File: config.mk
export PLATFORM = sky130hd
export DESIGN_NAME = read_word_packer_flat
export DESIGN_NICKNAME = d
export VERILOG_FILES = /design/src/rtl/read_word_packer_if.sv /design/src/rtl/read_word_packer.sv /design/src/flat_wrapper.sv
export SDC_FILE = /design/constraint.sdc
export NUM_CORES = 1
export LEC_CHECK = 0
export BUFFER_PORTS_ARGS = -buffer_cell sky130_fd_sc_hd__clkbuf_2
export CORE_MARGIN = 4
export CORE_UTILIZATION = 40
export DETAILED_ROUTE_END_ITERATION = 8
export GPL_TIMING_DRIVEN = 0
export PLACE_DENSITY = 0.6
export SYNTH_ARGS = -nofsm -noshare
export SYNTH_HDL_FRONTEND = slang
export SYNTH_SLANG_ARGS = --single-unit
File: constraint.sdc
create_clock -name read_clk -period 3.8 [get_ports read_clk]
set_input_delay 0.38 -clock read_clk [delete_from_list [all_inputs] [get_ports read_clk]]
set_output_delay 0.38 -clock read_clk [all_outputs]
set_load 0.005 [all_outputs]
File: src/rtl/read_word_packer_if.sv
// FIFO read port plus packed-word valid/ready output, shared by the packer and its environment.
interface read_word_packer_if #(
  parameter int unsigned data_size  = 8,
  parameter int unsigned pack_count = 4
);
  localparam int unsigned bytes_w = $clog2(pack_count + 1);

  logic                             read_empty;
  logic [data_size-1:0]             read_data;
  logic                             read_incr;
  logic [data_size*pack_count-1:0]  out_data;
  logic [bytes_w-1:0]               out_bytes;
  logic                             out_valid;
  logic                             out_ready;

  modport master (
    input  read_empty, read_data, out_ready,
    output read_incr, out_data, out_bytes, out_valid
  );

  modport slave (
    output read_empty, read_data, out_ready,
    input  read_incr, out_data, out_bytes, out_valid
  );
endinterface

File: src/rtl/read_word_packer.sv
// Packs pack_count FIFO entries into one output word, with explicit flush of partial words.
// Optional macro FLUSH_TIMEOUT_EN adds an idle-timeout auto-flush after timeout_cycles.
module read_word_packer #(
  parameter int unsigned data_size      = 8,
  parameter int unsigned pack_count     = 4,
  parameter int unsigned timeout_cycles = 16
) (
  input  logic                  read_clk,
  input  logic                  rreset,
  read_word_packer_if.master    bus,
  input  logic                  flush_req,
  output logic                  busy
);
  localparam int unsigned lane_w  = $clog2(pack_count);
  localparam int unsigned bytes_w = $clog2(pack_count + 1);
  localparam int unsigned acc_w   = data_size * (pack_count - 1);

  if (pack_count < 2 || timeout_cycles < 1) begin : g_param_check
    $error("read_word_packer: pack_count must be >= 2 and timeout_cycles >= 1");
  end

  typedef enum logic {FILL, FLUSH_PEND} state_t;

  state_t                          state, state_next;
  logic [acc_w-1:0]                acc;
  logic [lane_w-1:0]               lane_cnt;
  logic [data_size*pack_count-1:0] out_data_q;
  logic [bytes_w-1:0]              out_bytes_q;
  logic                            out_valid_q;
  logic                            out_free;
  logic                            last_lane;
  logic                            pop;
  logic                            flush_trig;
  logic                            timeout_hit;
  logic                            emit_partial;

  assign out_free     = !out_valid_q || bus.out_ready;
  assign last_lane    = (lane_cnt == lane_w'(pack_count - 1));
  assign flush_trig   = flush_req || timeout_hit;
  assign emit_partial = (state == FLUSH_PEND) && out_free && (lane_cnt != '0);

  assign bus.out_data  = out_data_q;
  assign bus.out_bytes = out_bytes_q;
  assign bus.out_valid = out_valid_q;
  assign bus.read_incr = pop;

  always_ff @(posedge read_clk or posedge rreset) begin
    if (rreset) state <= FILL;
    else        state <= state_next;
  end

  always_comb begin
    state_next = state;
    case (state)
      FILL:       if (flush_trig) state_next = FLUSH_PEND;
      FLUSH_PEND: if (out_free)   state_next = FILL;
      default:    state_next = FILL;
    endcase
  end

  // The last lane is only popped when the output register can take the finished word.
  always_comb begin
    pop  = 1'b0;
    if (!rreset && state == FILL)
      pop = !bus.read_empty && (!last_lane || out_free);
    busy = (lane_cnt != '0) || (state == FLUSH_PEND) || out_valid_q;
  end

  // Accumulator only holds lanes 0..pack_count-2; the final lane goes straight to the output.
  always_ff @(posedge read_clk or posedge rreset) begin
    if (rreset) begin
      acc         <= '0;
      lane_cnt    <= '0;
      out_data_q  <= '0;
      out_bytes_q <= '0;
      out_valid_q <= 1'b0;
    end else begin
      if (out_valid_q && bus.out_ready)
        out_valid_q <= 1'b0;
      if (pop && last_lane) begin
        out_data_q  <= {bus.read_data, acc};
        out_bytes_q <= bytes_w'(pack_count);
        out_valid_q <= 1'b1;
        acc         <= '0;
        lane_cnt    <= '0;
      end else if (pop) begin
        for (int unsigned i = 0; i < pack_count - 1; i++)
          if (lane_cnt == lane_w'(i))
            acc[i*data_size +: data_size] <= bus.read_data;
        lane_cnt <= lane_cnt + lane_w'(1);
      end else if (emit_partial) begin
        out_data_q  <= {{data_size{1'b0}}, acc};
        out_bytes_q <= bytes_w'(lane_cnt);
        out_valid_q <= 1'b1;
        acc         <= '0;
        lane_cnt    <= '0;
      end
    end
  end

`ifdef FLUSH_TIMEOUT_EN
  localparam int unsigned idle_w = $clog2(timeout_cycles + 1);
  logic [idle_w-1:0] idle_cnt;

  assign timeout_hit = (state == FILL) && (idle_cnt == idle_w'(timeout_cycles));

  always_ff @(posedge read_clk or posedge rreset) begin
    if (rreset)
      idle_cnt <= '0;
    else if (pop || lane_cnt == '0 || timeout_hit)
      idle_cnt <= '0;
    else if (state == FILL)
      idle_cnt <= idle_cnt + idle_w'(1);
  end
`else
  assign timeout_hit = 1'b0;
`endif
endmodule

File: src/flat_wrapper.sv
// flat-port wrapper written by rule: the top's interface ports become plain ports
module read_word_packer_flat 
#(
  parameter int unsigned data_size      = 8,
  parameter int unsigned pack_count     = 4,
  parameter int unsigned timeout_cycles = 16
)
  (read_clk, rreset, flush_req, busy, bus_read_empty, bus_read_data, bus_out_ready, bus_read_incr, bus_out_data, bus_out_bytes, bus_out_valid);
  read_word_packer_if #(.data_size(data_size), .pack_count(pack_count)) bus_i ();
  input  logic read_clk;
  input  logic rreset;
  input  logic flush_req;
  output logic busy;
  input wire logic [$bits(bus_i.read_empty)-1:0] bus_read_empty;
  input wire logic [$bits(bus_i.read_data)-1:0] bus_read_data;
  input wire logic [$bits(bus_i.out_ready)-1:0] bus_out_ready;
  output wire logic [$bits(bus_i.read_incr)-1:0] bus_read_incr;
  output wire logic [$bits(bus_i.out_data)-1:0] bus_out_data;
  output wire logic [$bits(bus_i.out_bytes)-1:0] bus_out_bytes;
  output wire logic [$bits(bus_i.out_valid)-1:0] bus_out_valid;
  assign bus_i.read_empty = bus_read_empty;
  assign bus_i.read_data = bus_read_data;
  assign bus_i.out_ready = bus_out_ready;
  assign bus_read_incr = bus_i.read_incr;
  assign bus_out_data = bus_i.out_data;
  assign bus_out_bytes = bus_i.out_bytes;
  assign bus_out_valid = bus_i.out_valid;
  read_word_packer #(.data_size(data_size), .pack_count(pack_count), .timeout_cycles(timeout_cycles)) u_core (.read_clk(read_clk), .rreset(rreset), .bus(bus_i), .flush_req(flush_req), .busy(busy));
endmodule
# Word level (Yosys, flattened, before mapping)

Cells that the tools add are included.

Register bits: 63
Bits of input ports: 13
Output and inout port bits: 38
Logic and storage cells: 62

Add/sub/neg operators: 1
Eq/ne operators: 7
Mux-type cells: 23
Bitwise logic cells: 1
Reductions and logical operators: 22

Operators with widths:

| operator              | count |
|---|---|
| $mux W32              | 3 |
| $mux W24              | 3 |
| $mux W8               | 3 |
| $mux W3               | 3 |
| $ne A3 B3 Y1 const B  | 3 |
| $reduce_and A2 Y1     | 4 |
| $mux W1               | 7 |
| $logic_and A1 B1 Y1   | 6 |
| $mux W2               | 3 |
| $eq A2 B2 Y1 const B  | 2 |
| $logic_not A1 Y1      | 4 |
| $logic_or A1 B1 Y1    | 4 |
| $reduce_bool A2 Y1    | 2 |
| $reduce_bool A3 Y1    | 1 |
| $add A2 B1 Y2 const B | 1 |
| $eq A2 B1 Y1 const B  | 1 |
| $logic_not A2 Y1      | 1 |
| $ne A2 B2 Y1 const B  | 1 |
| $pmux W1 S2           | 1 |
| $not A1 Y1            | 1 |

# Longest topological paths before layout

Depth after elaboration: 8
Gate-level depth with buffers: 7

# Least setup slack after synthesis

No wires, ideal clock.

Path kind: register -> register
Start point: register u_core.lane_cnt[0]
End point: register u_core.acc[11]
Library setup time: 0.130 ns
Arrival: 1.473 ns
Data required time: 3.670 ns
Slack: 2.197 ns
Stages on the path, launching flop included: 8
Period minus slack after synthesis: 1.603 ns
Cells stage by stage: dfrtp_1 inv_1 ha_1 nand2b_1 buf_2 o22ai_4 buf_6 o211ai_1

Longest elaborated chain between the ends: 8
Elaborated cells on any way between the ends: 14

Ends and longest elaborated chain:

| element                                                      | line                   | text |
|---|---|---|
| start, declared                                              | read_word_packer.sv:26 | `logic [lane_w-1:0] lane_cnt;` |
| start signal, assigned                                       | read_word_packer.sv:90 | `lane_cnt <= lane_cnt + lane_w'(1);` |
| $eq A2 B2 Y1                                                 | read_word_packer.sv:38 | `assign last_lane = (lane_cnt == lane_w'(pack_count - 1));` |
| $logic_not A1 Y1                                             | read_word_packer.sv:65 | `pop = !bus.read_empty && (!last_lane \|\| out_free);` |
| $logic_or A1 B1 Y1                                           | read_word_packer.sv:65 |  |
| $logic_and A1 B1 Y1                                          | read_word_packer.sv:65 |  |
| $mux W1                                                      | read_word_packer.sv:64 | `if (!rreset && state == FILL)` |
| $logic_and A1 B1 Y1                                          | read_word_packer.sv:80 | `if (pop && last_lane) begin` |
| $ne A3 B3 Y1 (no line) or $reduce_bool A3 Y1 (tied branches) | n/a                    |  |
| $reduce_and A2 Y1 (no line)                                  | n/a                    |  |
| end signal, assigned by index                                | read_word_packer.sv:89 | `acc[i*data_size +: data_size] <= bus.read_data;` |
| end, declared                                                | read_word_packer.sv:25 | `logic [acc_w-1:0] acc;` |

Parallel ways exist; a longest one is shown, timed or not.
A chain may end at the register's enable or synchronous reset.

# Final worst setup path

Start point: register u_core.lane_cnt[0]
End point: output busy

Longest elaborated chain between the ends: 3

Ends and longest elaborated chain:

| element                         | line                   | text |
|---|---|---|
| $reduce_bool A2 Y1              | read_word_packer.sv:66 | `busy = (lane_cnt != '0) \|\| (state == FLUSH_PEND) \|\| out_valid_q;` |
| $logic_or A1 B1 Y1 (2 in a row) | read_word_packer.sv:66 |  |
| end, declared                   | flat_wrapper.sv:13     | `output logic busy;` |

Every way passes these cells.

==> impl_metrics.json <==
{
  "insertion_delay_ns": 0.34,
  "critPathMaxStageDelay_ns": 0.47,
  "cts_resized": 0,
  "critPathTopFamily": "simple AND/OR/NAND/NOR gates",
  "layout_setup_ws_ns": 1.53,
  "die_h_um": 98.8,
  "peakVddDrop_mv": 0.299,
  "tightest_slew_ns": 0.621,
  "grt_max_degree": 38,
  "critPathSlowestCell": "or3b_2",
  "fp.dieW_um": 98.8,
  "post-route-drc-count": 0,
  "cts_hold_buf": 0,
  "grt_pass1_wl_mm": 15.8,
  "max_freq_mhz": 440,
  "avgSynthCellArea_sq_um": 9.47,
  "cts_setup_buffers": 0,
  "cts_max_path_buffers": 2,
  "grt_usage_pct": 20.3,
  "first_global_vias": 2917,
  "port-buffer-count": 50,
  "synthDistinctLibCells": 28,
  "max-slew-margin-rel_pct": 58.6,
  "leakagePower_nw": 1.62,
  "min_path_type": "in -> async",
  "outcome": "finished clean",
  "rsz0062_at_grt": "no",
  "placementRows": 32,
  "syn-cell-area_sq_mm": 0.00329,
  "startpoint_type": "flip-flop",
  "grt.overflow.total": 0,
  "cts_tree": "done",
  "ios": 51,
  "vias": 3016,
  "area_growth_pct": 17.6,
  "total_power_mw": 2.61,
  "htreeDepth": 3,
  "drt_iter0_markers": 196,
  "seq_area_frac_synth_pct": 47.9,
  "hold_viol": 0,
  "clock_skew_ns": 0.00875,
  "critical_path_class": "reg -> out",
  "layout_commonest_cell": "dfrtp_1",
  "synthCells": 348,
  "yosysWarnings": 0,
  "post-place-ws_ns": 1.60,
  "antenna_found_initial": 0,
  "cp_max_fo": 10,
  "drt-pass1-iter-count": 5,
  "seqCellArea_sq_mm": 0.00158,
  "routabilityCongestion": 0.846,
  "diodes": 0,
  "end_kind": "primary output",
  "initial_utilization_pct": 42.0,
  "drive_gt1_share_pct": 22.0,
  "final_util_pct": 49.4,
  "synth-seq-cells": 63,
  "fillers": 776,
  "postRouteAntennaNets": 0,
  "die_area_sq_mm": 0.00975,
  "wl_mm": 9.51,
  "crit_buf_inv": 2,
  "cp.depth": 4,
  "vias_per_cell": 5.84,
  "place_hpwl_mm": 6.69,
  "post-route-period-util_pct": 59.8,
  "final_cell_mix": "dfrtp_1 (63), clkbuf_2 (50), nand3_1 (48), o211ai_1 (48), o21ai_0 (35)",
  "cts_buffers": 9,
  "fin_tns_setup_ns": 0,
  "period_minus_slack_ns": 2.27,
  "cp.arrival_ns": 1.89,
  "clock-sinks": 63,
  "setup_viol_count_final": 0,
  "crit_chain": "inv_1, ha_1, or3b_2, clkbuf_2",
  "ff2ff_path_depth": 7,
  "multi_input_area_sq_mm": 0.00142,
  "wl_per_cell_um": 18.4,
  "root_buffer": "clkbuf_8",
  "drv_cap": 0,
  "critPathRequiredTime_ns": 3.42,
  "synth_nets": 365,
  "final_nets": 427,
  "powerDensity_mw_per_mm2": 675,
  "drv_slew": 0,
  "path_clk_slew_ns": 0.07,
  "core-area_sq_mm": 0.00785
}
==> flip-flops by register name (all words and copies together), names as in the netlist <==
register / flops
u_core.bus.out_valid: 1
u_core.acc: 24
u_core.state: 1
u_core.bus.out_bytes: 3
u_core.bus.out_data: 32
u_core.lane_cnt: 2
==> cell usage after synthesis (all sizes together) <==
library cell,count,share of area (%)
dfrtp,63,48
nand3,48,7.3
o211ai,48,11
o21ai,44,6.7
nand4,32,6.1
inv,27,3.1
nand3b,24,5.5
clkbuf,20,2.3
buf,18,3.6
ha,4,1.5
nand2,2,0.23
nand2b,2,0.38
nor2,2,0.23
nor2b,2,0.38
o2bb2ai,2,0.53
or3,2,0.53
a2bb2oi,1,0.27
and3,1,0.19
and3b,1,0.27
mux2,1,0.34
nor3,1,0.30
nor4,1,0.65
o22ai,1,0.61
or3b,1,0.27
==> through the flow <==
step / instances / area (sq um) / hold WS [ns]
6_report: 516 / 3870 / 0.178
5_1_grt: 516 / 3870 / 0.227
4_1_cts: 516 / 3870 / 0.190
3_5_place_dp: 501 / 3690 / 0.535
3_3_place_gp: 500 / 3670 / 0.532
2_1_floorplan: 348 / 3290 / 0.506
==> layer usage <==
layer  share of wire, %  GRT usage [%]  up-vias
li1                   -              -     1413
met1                 47           30.0     1493
met2                 46           29.7       95
met3                5.5           4.46       15
met4                1.6           6.30        0
met5                  0              0        -
==> cell families after synthesis <==
group                      synth area share (%)
DFF                                        47.9
adders and majority gates                  1.52
muxes                                     0.342
AOI/OAI and AO/OA                          19.0
buffers and inverters                      9.00
and+or+nand+nor                            22.3
==> cell type report <==
type                       instances  area share, %
clock inverter                     3          0.452
clock buffer                      12           4.26
multi-input combinational        220           36.7
buffer                            38           5.04
tap                              102           3.29
timing repair buffer              51           6.97
inverter                          27           2.62
sequential                        63           40.7
==> power by group <==
group | switching, mW | internal [mW]
Combinational | 0.558 | 0.393
Sequential | 0.199 | 0.916
Clock | 0.264 | 0.284
==> worst paths after layout <==
| kind | start | endpoint | slack (ns) |
|---|---|---|---|
| setup / recovery | u_core.lane_cnt[0] | busy | 1.53 |
| hold / removal | rreset | u_core.acc[19] | 0.18 |
| setup reg to reg | u_core.lane_cnt[0] | u_core.bus.out_data[0] | 1.59 |
| hold reg to reg | u_core.bus.out_data[28] | u_core.bus.out_data[28] | 0.54 |
| max in group asynchronous | rreset | u_core.acc[15] | 3.01 |
| min in group read_clk | flush_req | u_core.state | 0.27 |
Power figures use the tool's default switching activity.
